[config.mk]
export PLATFORM = sky130hd
export DESIGN_NAME = seg_shift_ctrl
export DESIGN_NICKNAME = d
export VERILOG_FILES = /design/src/rtl/seg_pkg.sv /design/src/rtl/seg_div_tick.sv /design/src/rtl/seg_shift_ctrl.sv
export SDC_FILE = /design/constraint.sdc
export NUM_CORES = 1
export LEC_CHECK = 0
export ABC_AREA = 0
export BUFFER_PORTS_ARGS = -buffer_cell sky130_fd_sc_hd__buf_2
export CAP_MARGIN = 15
export CORE_MARGIN = 2
export CORE_UTILIZATION = 42
export DETAILED_ROUTE_END_ITERATION = 7
export PLACE_DENSITY = 0.7
export SLEW_MARGIN = 20
export SYNTH_ARGS = -nofsm -noshare
export SYNTH_HDL_FRONTEND = slang
export SYNTH_SLANG_ARGS = --single-unit
[constraint.sdc]
create_clock -name clk -period 3.3 [get_ports clk]
set_input_delay 0.66 -clock clk [delete_from_list [all_inputs] [get_ports clk]]
set_output_delay 0.66 -clock clk [all_outputs]
set_load 0.02 [all_outputs]
[src/rtl/seg_pkg.sv]
// Shared definitions for the segment-display shift controller.
// Holds the controller state encoding, the default frame width and divider,
// and the counter widths used by the controller and its tick generator.
package seg_pkg;

  typedef enum logic [1:0] {
    ST_IDLE  = 2'd0,
    ST_SHIFT = 2'd1,
    ST_LATCH = 2'd2,
    ST_DONE  = 2'd3
  } seg_state_e;

  localparam int unsigned SEG_WIDTH_DEF = 64;
  localparam int unsigned SEG_DIV_DEF   = 2;

  // bitcnt must hold WIDTH-1; divcnt must hold DIV-1 for DIV up to 1023.
  localparam int unsigned SEG_BITCNT_W  = 16;
  localparam int unsigned SEG_DIVCNT_W  = 10;

endpackage

[src/rtl/seg_div_tick.sv]
// DIV-cycle tick generator.
// Ports:
//   clk, rst_n : system clock, asynchronous active-low reset
//   i_en       : count enable (controller is in SHIFT or LATCH)
//   i_clr      : synchronous clear of the divider count
//   o_tick     : high in the last cycle of every DIV-cycle period while enabled
module seg_div_tick
  import seg_pkg::*;
#(
  parameter int unsigned DIV = SEG_DIV_DEF
) (
  input  logic clk,
  input  logic rst_n,
  input  logic i_en,
  input  logic i_clr,
  output logic o_tick
);

  localparam logic [SEG_DIVCNT_W-1:0] DIV_LAST = SEG_DIVCNT_W'(DIV - 1);

  logic [SEG_DIVCNT_W-1:0] r_divcnt;

  assign o_tick = i_en && (r_divcnt == DIV_LAST);

  always_ff @(posedge clk or negedge rst_n) begin
    if (!rst_n) begin
      r_divcnt <= '0;
    end else if (i_clr) begin
      r_divcnt <= '0;
    end else if (i_en) begin
      if (o_tick) r_divcnt <= '0;
      else        r_divcnt <= r_divcnt + SEG_DIVCNT_W'(1);
    end
  end

endmodule

[src/rtl/seg_shift_ctrl.sv]
// Serial shift controller for a segment-display shift-register chain.
// Captures a WIDTH-bit frame on start, shifts it out MSB first with a
// 2*DIV-cycle serial clock, strobes the chain latch for DIV cycles, then
// pulses done for one cycle.
// Ports:
//   clk, rst_n : system clock, asynchronous active-low reset
//   start      : frame request, sampled only in IDLE
//   par_data   : frame to send, bit WIDTH-1 first
//   busy       : high in SHIFT and LATCH
//   done       : one-cycle completion pulse
//   seg_clk    : serial clock, chain samples on its rising edge
//   seg_sout   : serial data, changes only on seg_clk falling edges
//   seg_latch  : chain latch strobe
module seg_shift_ctrl
  import seg_pkg::*;
#(
  parameter int unsigned WIDTH = SEG_WIDTH_DEF,
  parameter int unsigned DIV   = SEG_DIV_DEF
) (
  input  logic             clk,
  input  logic             rst_n,
  input  logic             start,
  input  logic [WIDTH-1:0] par_data,
  output logic             busy,
  output logic             done,
  output logic             seg_clk,
  output logic             seg_sout,
  output logic             seg_latch
);

  localparam logic [SEG_BITCNT_W-1:0] BIT_LAST = SEG_BITCNT_W'(WIDTH - 1);

  seg_state_e              r_state;
  seg_state_e              w_state_nxt;
  logic [WIDTH-1:0]        r_shift;
  logic [SEG_BITCNT_W-1:0] r_bitcnt;
  logic                    r_segclk;
  logic                    w_tick;
  logic                    w_div_en;
  logic                    w_div_clr;
  logic                    w_fall;
  logic                    w_last;

  seg_div_tick #(
    .DIV (DIV)
  ) u_div (
    .clk    (clk),
    .rst_n  (rst_n),
    .i_en   (w_div_en),
    .i_clr  (w_div_clr),
    .o_tick (w_tick)
  );

  // A tick while seg_clk is high is the falling toggle that ends a bit.
  assign w_fall = (r_state == ST_SHIFT) && w_tick && r_segclk;
  assign w_last = (r_bitcnt == BIT_LAST);

  // State register
  always_ff @(posedge clk or negedge rst_n) begin
    if (!rst_n) r_state <= ST_IDLE;
    else        r_state <= w_state_nxt;
  end

  // Next-state logic
  always_comb begin
    w_state_nxt = r_state;
    unique case (r_state)
      ST_IDLE:  if (start)            w_state_nxt = ST_SHIFT;
      ST_SHIFT: if (w_fall && w_last) w_state_nxt = ST_LATCH;
      ST_LATCH: if (w_tick)           w_state_nxt = ST_DONE;
      ST_DONE:                        w_state_nxt = ST_IDLE;
      default:                        w_state_nxt = ST_IDLE;
    endcase
  end

  // Output / control decode
  always_comb begin
    busy      = 1'b0;
    done      = 1'b0;
    seg_latch = 1'b0;
    unique case (r_state)
      ST_SHIFT: busy = 1'b1;
      ST_LATCH: begin
        busy      = 1'b1;
        seg_latch = 1'b1;
      end
      ST_DONE:  done = 1'b1;
      default:  ;
    endcase
    w_div_en  = busy;
    w_div_clr = !busy;
  end

  // Datapath: the last falling toggle leaves the register unshifted so the
  // final bit stays on seg_sout through its whole period.
  always_ff @(posedge clk or negedge rst_n) begin
    if (!rst_n) begin
      r_shift  <= '0;
      r_bitcnt <= '0;
      r_segclk <= 1'b0;
    end else if ((r_state == ST_IDLE) && start) begin
      r_shift  <= par_data;
      r_bitcnt <= '0;
      r_segclk <= 1'b0;
    end else if ((r_state == ST_SHIFT) && w_tick) begin
      r_segclk <= ~r_segclk;
      if (r_segclk && !w_last) begin
        r_shift  <= {r_shift[WIDTH-2:0], 1'b0};
        r_bitcnt <= r_bitcnt + SEG_BITCNT_W'(1);
      end
    end
  end

  assign seg_clk  = r_segclk;
  assign seg_sout = r_shift[WIDTH-1];

endmodule

-- Word level (Yosys, flattened, before mapping)
Index checks and enable logic that the tools add are counted.
- add/subtract/negate cells: 2
- eq/ne operators: 8
- multiplexer cells: 17
- bitwise logic cells: 1
- reduce and logical (&&, ||, !) cells: 13
- operators with widths (cell ; number):
    2-to-1 mux 64 bit ; 3
    2-to-1 mux 16 bit ; 3
    2-to-1 mux 10 bit ; 2
    adder 16 x 1 -> 16 bit, second input constant ; 1
    equality test 16 x 6 -> 1 bit, second input constant ; 1
    adder 10 x 1 -> 10 bit, second input constant ; 1
    equality test 10 x 1 -> 1 bit, second input constant ; 1
    one-hot mux 2 bit (4 select lines) ; 1
    logical AND 1 bit ; 6
    2-to-1 mux 2 bit ; 3
    2-to-1 mux 1 bit ; 5
    equality test 2 bit, second input constant ; 2
    != test 2 bit, second input constant ; 2
    nonzero test 2 bit ; 2
    AND reduction 3 bit ; 1
    equality test 2 x 1 -> 1 bit, second input constant ; 1
    logical NOT 2 bit ; 1
    != test 2 x 1 -> 1 bit, second input constant ; 1
    AND reduction 2 bit ; 1
    OR reduction 2 bit ; 1
    logical NOT 1 bit ; 1
    NOT 1 bit ; 1
- flip-flop bits (word level): 93
- input bits: 67
- output and inout bits: 5
- logic and storage cells: 46

-- Depth between registers and ports, before layout
- depth in word-level cells: 9
- gate-level depth with buffers: 9
- gate-level depth less buffers: 6

-- Modules after synthesis
Synthesis repeated with hierarchy kept, for this count alone.
- cell total of the unflattened synthesis: 540
- area, all modules: 4745.8 um^2
- modules (own cells, without submodules) (module ; times used ; cells an instance ; area an instance (um^2) ; sequential area each (um^2)):
    seg_shift_ctrl ; 1 ; 485 ; 4199.0 ; 2077.0
    seg_div_tick ; 1 ; 55 ; 546.8 ; 250.2

-- Least setup slack after synthesis
No wires, ideal clock.
- path type: flip-flop to flip-flop
- start point: reg r_state[0]
- end point: reg r_bitcnt[11]
- setup time: 0.078 ns
- arrival time: 2.173 ns
- required time: 3.222 ns
- path slack: 1.049 ns
- stages on the path, launching flop included: 9
- buffers on the path: 2
- period minus slack after synthesis: 2.251 ns
- path through: dfrtp_1 > inv_1 > ha_1 > and4bb_2 > nand4_1 > buf_4 > buf_6 > or4_1 > a21oi_1
- longest elaborated chain between the ends: 7
- elaborated cells on any way between the ends: 12
- those cells by class: eq/ne (2); mux (2); reduce/logical (8)
- RTL lines (what ; RTL line ; source):
    from (decl) ; seg_shift_ctrl.sv:33 ; seg_state_e r_state;
    from (signal assigned) ; seg_shift_ctrl.sv:61 ; else r_state <= w_state_nxt;
    equality test 2 x 1 -> 1 bit or equality test 2 bit (tied branches) ; seg_shift_ctrl.sv:81 ; unique case (r_state)
    OR reduction 2 bit (no line) (*) ; n/a ;
    2-to-1 mux 1 bit (*) ; seg_shift_ctrl.sv:81 ;
    via busy ; seg_shift_ctrl.sv:24 ; output logic busy,
    logical AND 1 bit (*) ; seg_div_tick.sv:23 ; assign o_tick = i_en && (r_divcnt == DIV_LAST);
    logical AND 1 bit (*) ; seg_shift_ctrl.sv:105 ; end else if ((r_state == ST_SHIFT) && w_tick) begin
    nonzero test 2 bit (no line) (*) ; n/a ;
    AND reduction 2 bit (no line) (*) ; n/a ;
    to (signal assigned) ; seg_shift_ctrl.sv:109 ; r_bitcnt <= r_bitcnt + SEG_BITCNT_W'(1);
    to (decl) ; seg_shift_ctrl.sv:36 ; logic [SEG_BITCNT_W-1:0] r_bitcnt;
The timed path passes the listed nets; every way through them passes the cells marked *.
A chain may end at the register's enable or synchronous reset.

-- Worst setup path in the final report
- start point: reg r_state[0]
- end point: reg r_shift[47]
- longest elaborated chain between the ends: 7
- elaborated cells on any way between the ends: 12
- those cells by class: eq/ne (2); mux (2); reduce/logical (8)
- RTL lines (what ; RTL line ; source):
    equality test 2 x 1 -> 1 bit or equality test 2 bit (tied branches) ; seg_shift_ctrl.sv:81, seg_shift_ctrl.sv:105 ;
    OR reduction 2 bit (no line) ; n/a ;
    2-to-1 mux 1 bit ; seg_shift_ctrl.sv:81 ;
    logical AND 1 bit ; seg_div_tick.sv:23 ;
    logical AND 1 bit ; seg_shift_ctrl.sv:105 ;
    nonzero test 2 bit (no line) ; n/a ;
    AND reduction 2 bit (no line) ; n/a ;
    to (signal assigned) ; seg_shift_ctrl.sv:102 ; r_shift <= par_data;
    to (signal assigned) ; seg_shift_ctrl.sv:108 ; r_shift <= {r_shift[WIDTH-2:0], 1'b0};
    to (decl) ; seg_shift_ctrl.sv:35 ; logic [WIDTH-1:0] r_shift;
Parallel ways exist; a longest one is shown, timed or not.

==> summary.txt <==
Floorplanning
  • Row count: 39
  • # IOs: 72
  • Die Width: around 110 um
  • Die height: 112 um
  • Die area: around 13000 um2
  • Core area: 11400 um2
  • Initial Util: 0.430

Clocking
  • Num CTS Buffers: 9
  • Worst-path clk slew: about 0.07 ns
  • Clock sinks: 93
  • CTS root buf: clkbuf_16
  • Maximum clock insertion buffer count: 2
  • CTS tree: built
  • Post-CTS sizing: 0
  • H-Tree Depth: 3
  • Hold_buf cts: 0
  • Setup repair bufs after CTS: 0
  • Clock latency on the worst-skew pair: between 0.3 and 0.4 ns

Cells and area
  • Reg area: approximately 2300 um2
  • # fillers: about 1100
  • Final cell count without fillers: roughly 730
  • Area of the multi-input gates: 2330 um2
  • Synth-to-Final Area Change: 15.5%
  • Layout cell share with drive strength beyond 1: 0.180
  • N_diodes: 0
  • Final #Nets: about 660
  • Final Util: 0.496

Synthesis
  • Yosys warns: 0
  • Yosys top cell by area: dfrtp_1
  • Syn nets: around 620
  • Flop and latch count out of synthesis: 93
  • Register area share after synthesis: 0.474
  • Post-synthesis cell count: 547
  • Synth top cells by count: dfrtp_1, nor2_1, a21oi_1
  • Area contributors post-synth: dfrtp_1, a41oi_1, a21oi_1
  • Number of synthesized flops with an enable pin: 0
  • Number of library cell types mapped by synthesis: 36
  • Post-synth top flop: dfrtp_1
  • Mapped Avg Cell Area: between 8 and 9 um2
  • Synthesized area: about 4900 um2
  • Most common cell in the netlist: dfrtp_1
  • Yosys top cell area share: 0.474
  • Fraction of registers with async set/reset: 1.00

Pwr
  • Leak: 0.00218 uW
  • Power density over the cells: ~410 nW/um2
  • VDD IR-drop max: 0.000250 V

Setup path
  • Cell Chain, Critical Path: inv_1 > ha_1 > and4bb_2 > and4_2 > buf_4 > a41oi_1 > a21oi_1
  • Worst-path maximum fanout: 64
  • Critical path class: flip-flop to flip-flop
  • Crit path DAT: 2.73 ns
  • Crit end category: flip-flop
  • Slowest cell on crit path: buf_4
  • Reg2reg setup slack: ~0.83 ns
  • CP peak stage delay: ~0.52 ns
  • WP buf/inv: 2
  • Startpoint Class: flip-flop
  • Cell family with most CP delay: buffers and inverters
  • WP data required: 3.56 ns

Routing
  • Via Count: 4437
  • Total routed wirelength: 12.1 mm
  • Avg WL per Cell: 16.5 um
  • First DRT Iteration DRCs: between 300 and 400
  • Residual DRC: 0
  • Vias per cell: just over 6
  • Final ANT Viol Nets: 0
  • DRT Pass-1 Iters: 5

Min path
  • Min-delay worst type: input port to asynchronous set/reset pin

Outcome
  • Outcome: finished, final reports clean

Global routing
  • Vias in the first global route: 4110
  • Global route overflow: 0
  • Pin count of the biggest net entering global routing: 93
  • Initial antenna violation count: 0
  • First-pass GRT wire length: about 20 mm
  • GRT Total Usage: 0.195

Timing
  • Endpoints failing hold: 0
  • TNS Setup: 0 ns
  • Final Skew: 0.0108 ns
  • Setup-failing EPs final: 0
  • Min Tclk post-route: roughly 2.5 ns
  • Worst Max-Slew Pin Slew: roughly 0.74 ns
  • Final Max Slew Viols: 0
  • Final period utilization: 0.747
  • Rel. slew slack: 0.504
  • RSZ-0062 raised after global routing: no
  • FMAX: 406 MHz

Placed design
  • IO Port Bufs: between 70 and 80
  • GP Congestion: 0.762
  • Detailed Place HPWL: between 7 and 8 mm
  • Dpl cells: roughly 700

Flow run
  • Number of max-cap violations: 0
==> kinds of logic after synthesis <==
family          Yosys count  share of synthesized area
simple gates            151                      0.150
flops                    93                      0.474
fa+ha+maj                 8                     0.0204
compound gates          215                      0.273
buf+inv                  65                     0.0530
mux                       6                     0.0125
xor+xnor                  9                     0.0161
==> layer usage <==
metal / vias up / track usage / wire length, um
li1: 2120 / - / -
met1: 2177 / 0.282 / 5580
met2: 129 / 0.298 / 5720
met3: 11 / 0.0356 / 594
met4: 0 / 0.0642 / 166
met5: - / 0 / 0
==> sequential cells by signal, indices dropped and copies added, names as in the netlist <==
| name | count |
|---|---|
| r_bitcnt | 16 |
| r_state | 2 |
| u_div.r_divcnt | 10 |
| r_shift | 64 |
| seg_clk | 1 |
==> cell usage in the layout, fill, tap and decap left out, drive strengths merged, types with 5 or more instances in the layout <==
cell type,Yosys,layout
xnor2,6,6
ha,8,8
clkbuf,44,10
buf,13,82
o21ai,67,67
nand2,15,15
or4,10,10
nor4,6,6
a41oi,60,60
nor2,78,78
a21oi,72,72
dfrtp,93,93
nand3,9,9
mux2i,5,5
o31ai,10,10
inv,8,10
nand4,11,11
==> area by class of cell <==
cell class / instances / area share
Multi-Input combinational cell: 389 / 0.411
Tap cell: 143 / 0.0316
Inverter: 8 / 0.00530
Sequential cell: 93 / 0.411
Clock inverter: 6 / 0.0168
Clock buffer: 10 / 0.0404
Timing Repair Buffer: 82 / 0.0843
==> final timing paths <==
kind,start,to,depth (start not counted)
worst max-delay path,r_state[0],r_shift[47],7
worst min-delay path,rst_n,u_div.r_divcnt[3],1
worst max register to register,r_state[0],r_shift[47],7
worst min register to register,u_div.r_divcnt[0],u_div.r_divcnt[0],1
max in group asynchronous,rst_n,r_shift[3],2
min in group clk,u_div.r_divcnt[0],u_div.r_divcnt[0],1
==> power breakdown <==
group          switching [uW]  internal (uW)  total [uW]
sequential                  0           1140        1140
clock                     462            672        1130
combinational            35.0           29.9        64.9
==> worst register-to-register path: cells and delay by family (launching register included) <==
family,cells,cell delay (ns)
buf+inv,2,0.63
simple gates,2,0.51
fa+ha+maj,1,0.34
compound gates,2,0.52
flops,1,0.38
==> through the flow <==
stage | hold slack, ns | power (uW) | area [um2] | setup slack, ns
floorplan | 0.364 | 1160 | 4910 | 1.05
global placement | 0.510 | 1230 | 5340 | 1.02
detailed placement | 0.526 | 1230 | 5340 | 0.922
CTS | 0.383 | 2360 | 5670 | 0.868
global route | 0.412 | 2410 | 5670 | 0.699
finish | 0.341 | 2340 | 5670 | 0.834
No activity file was read; power rests on OpenSTA's default activity.
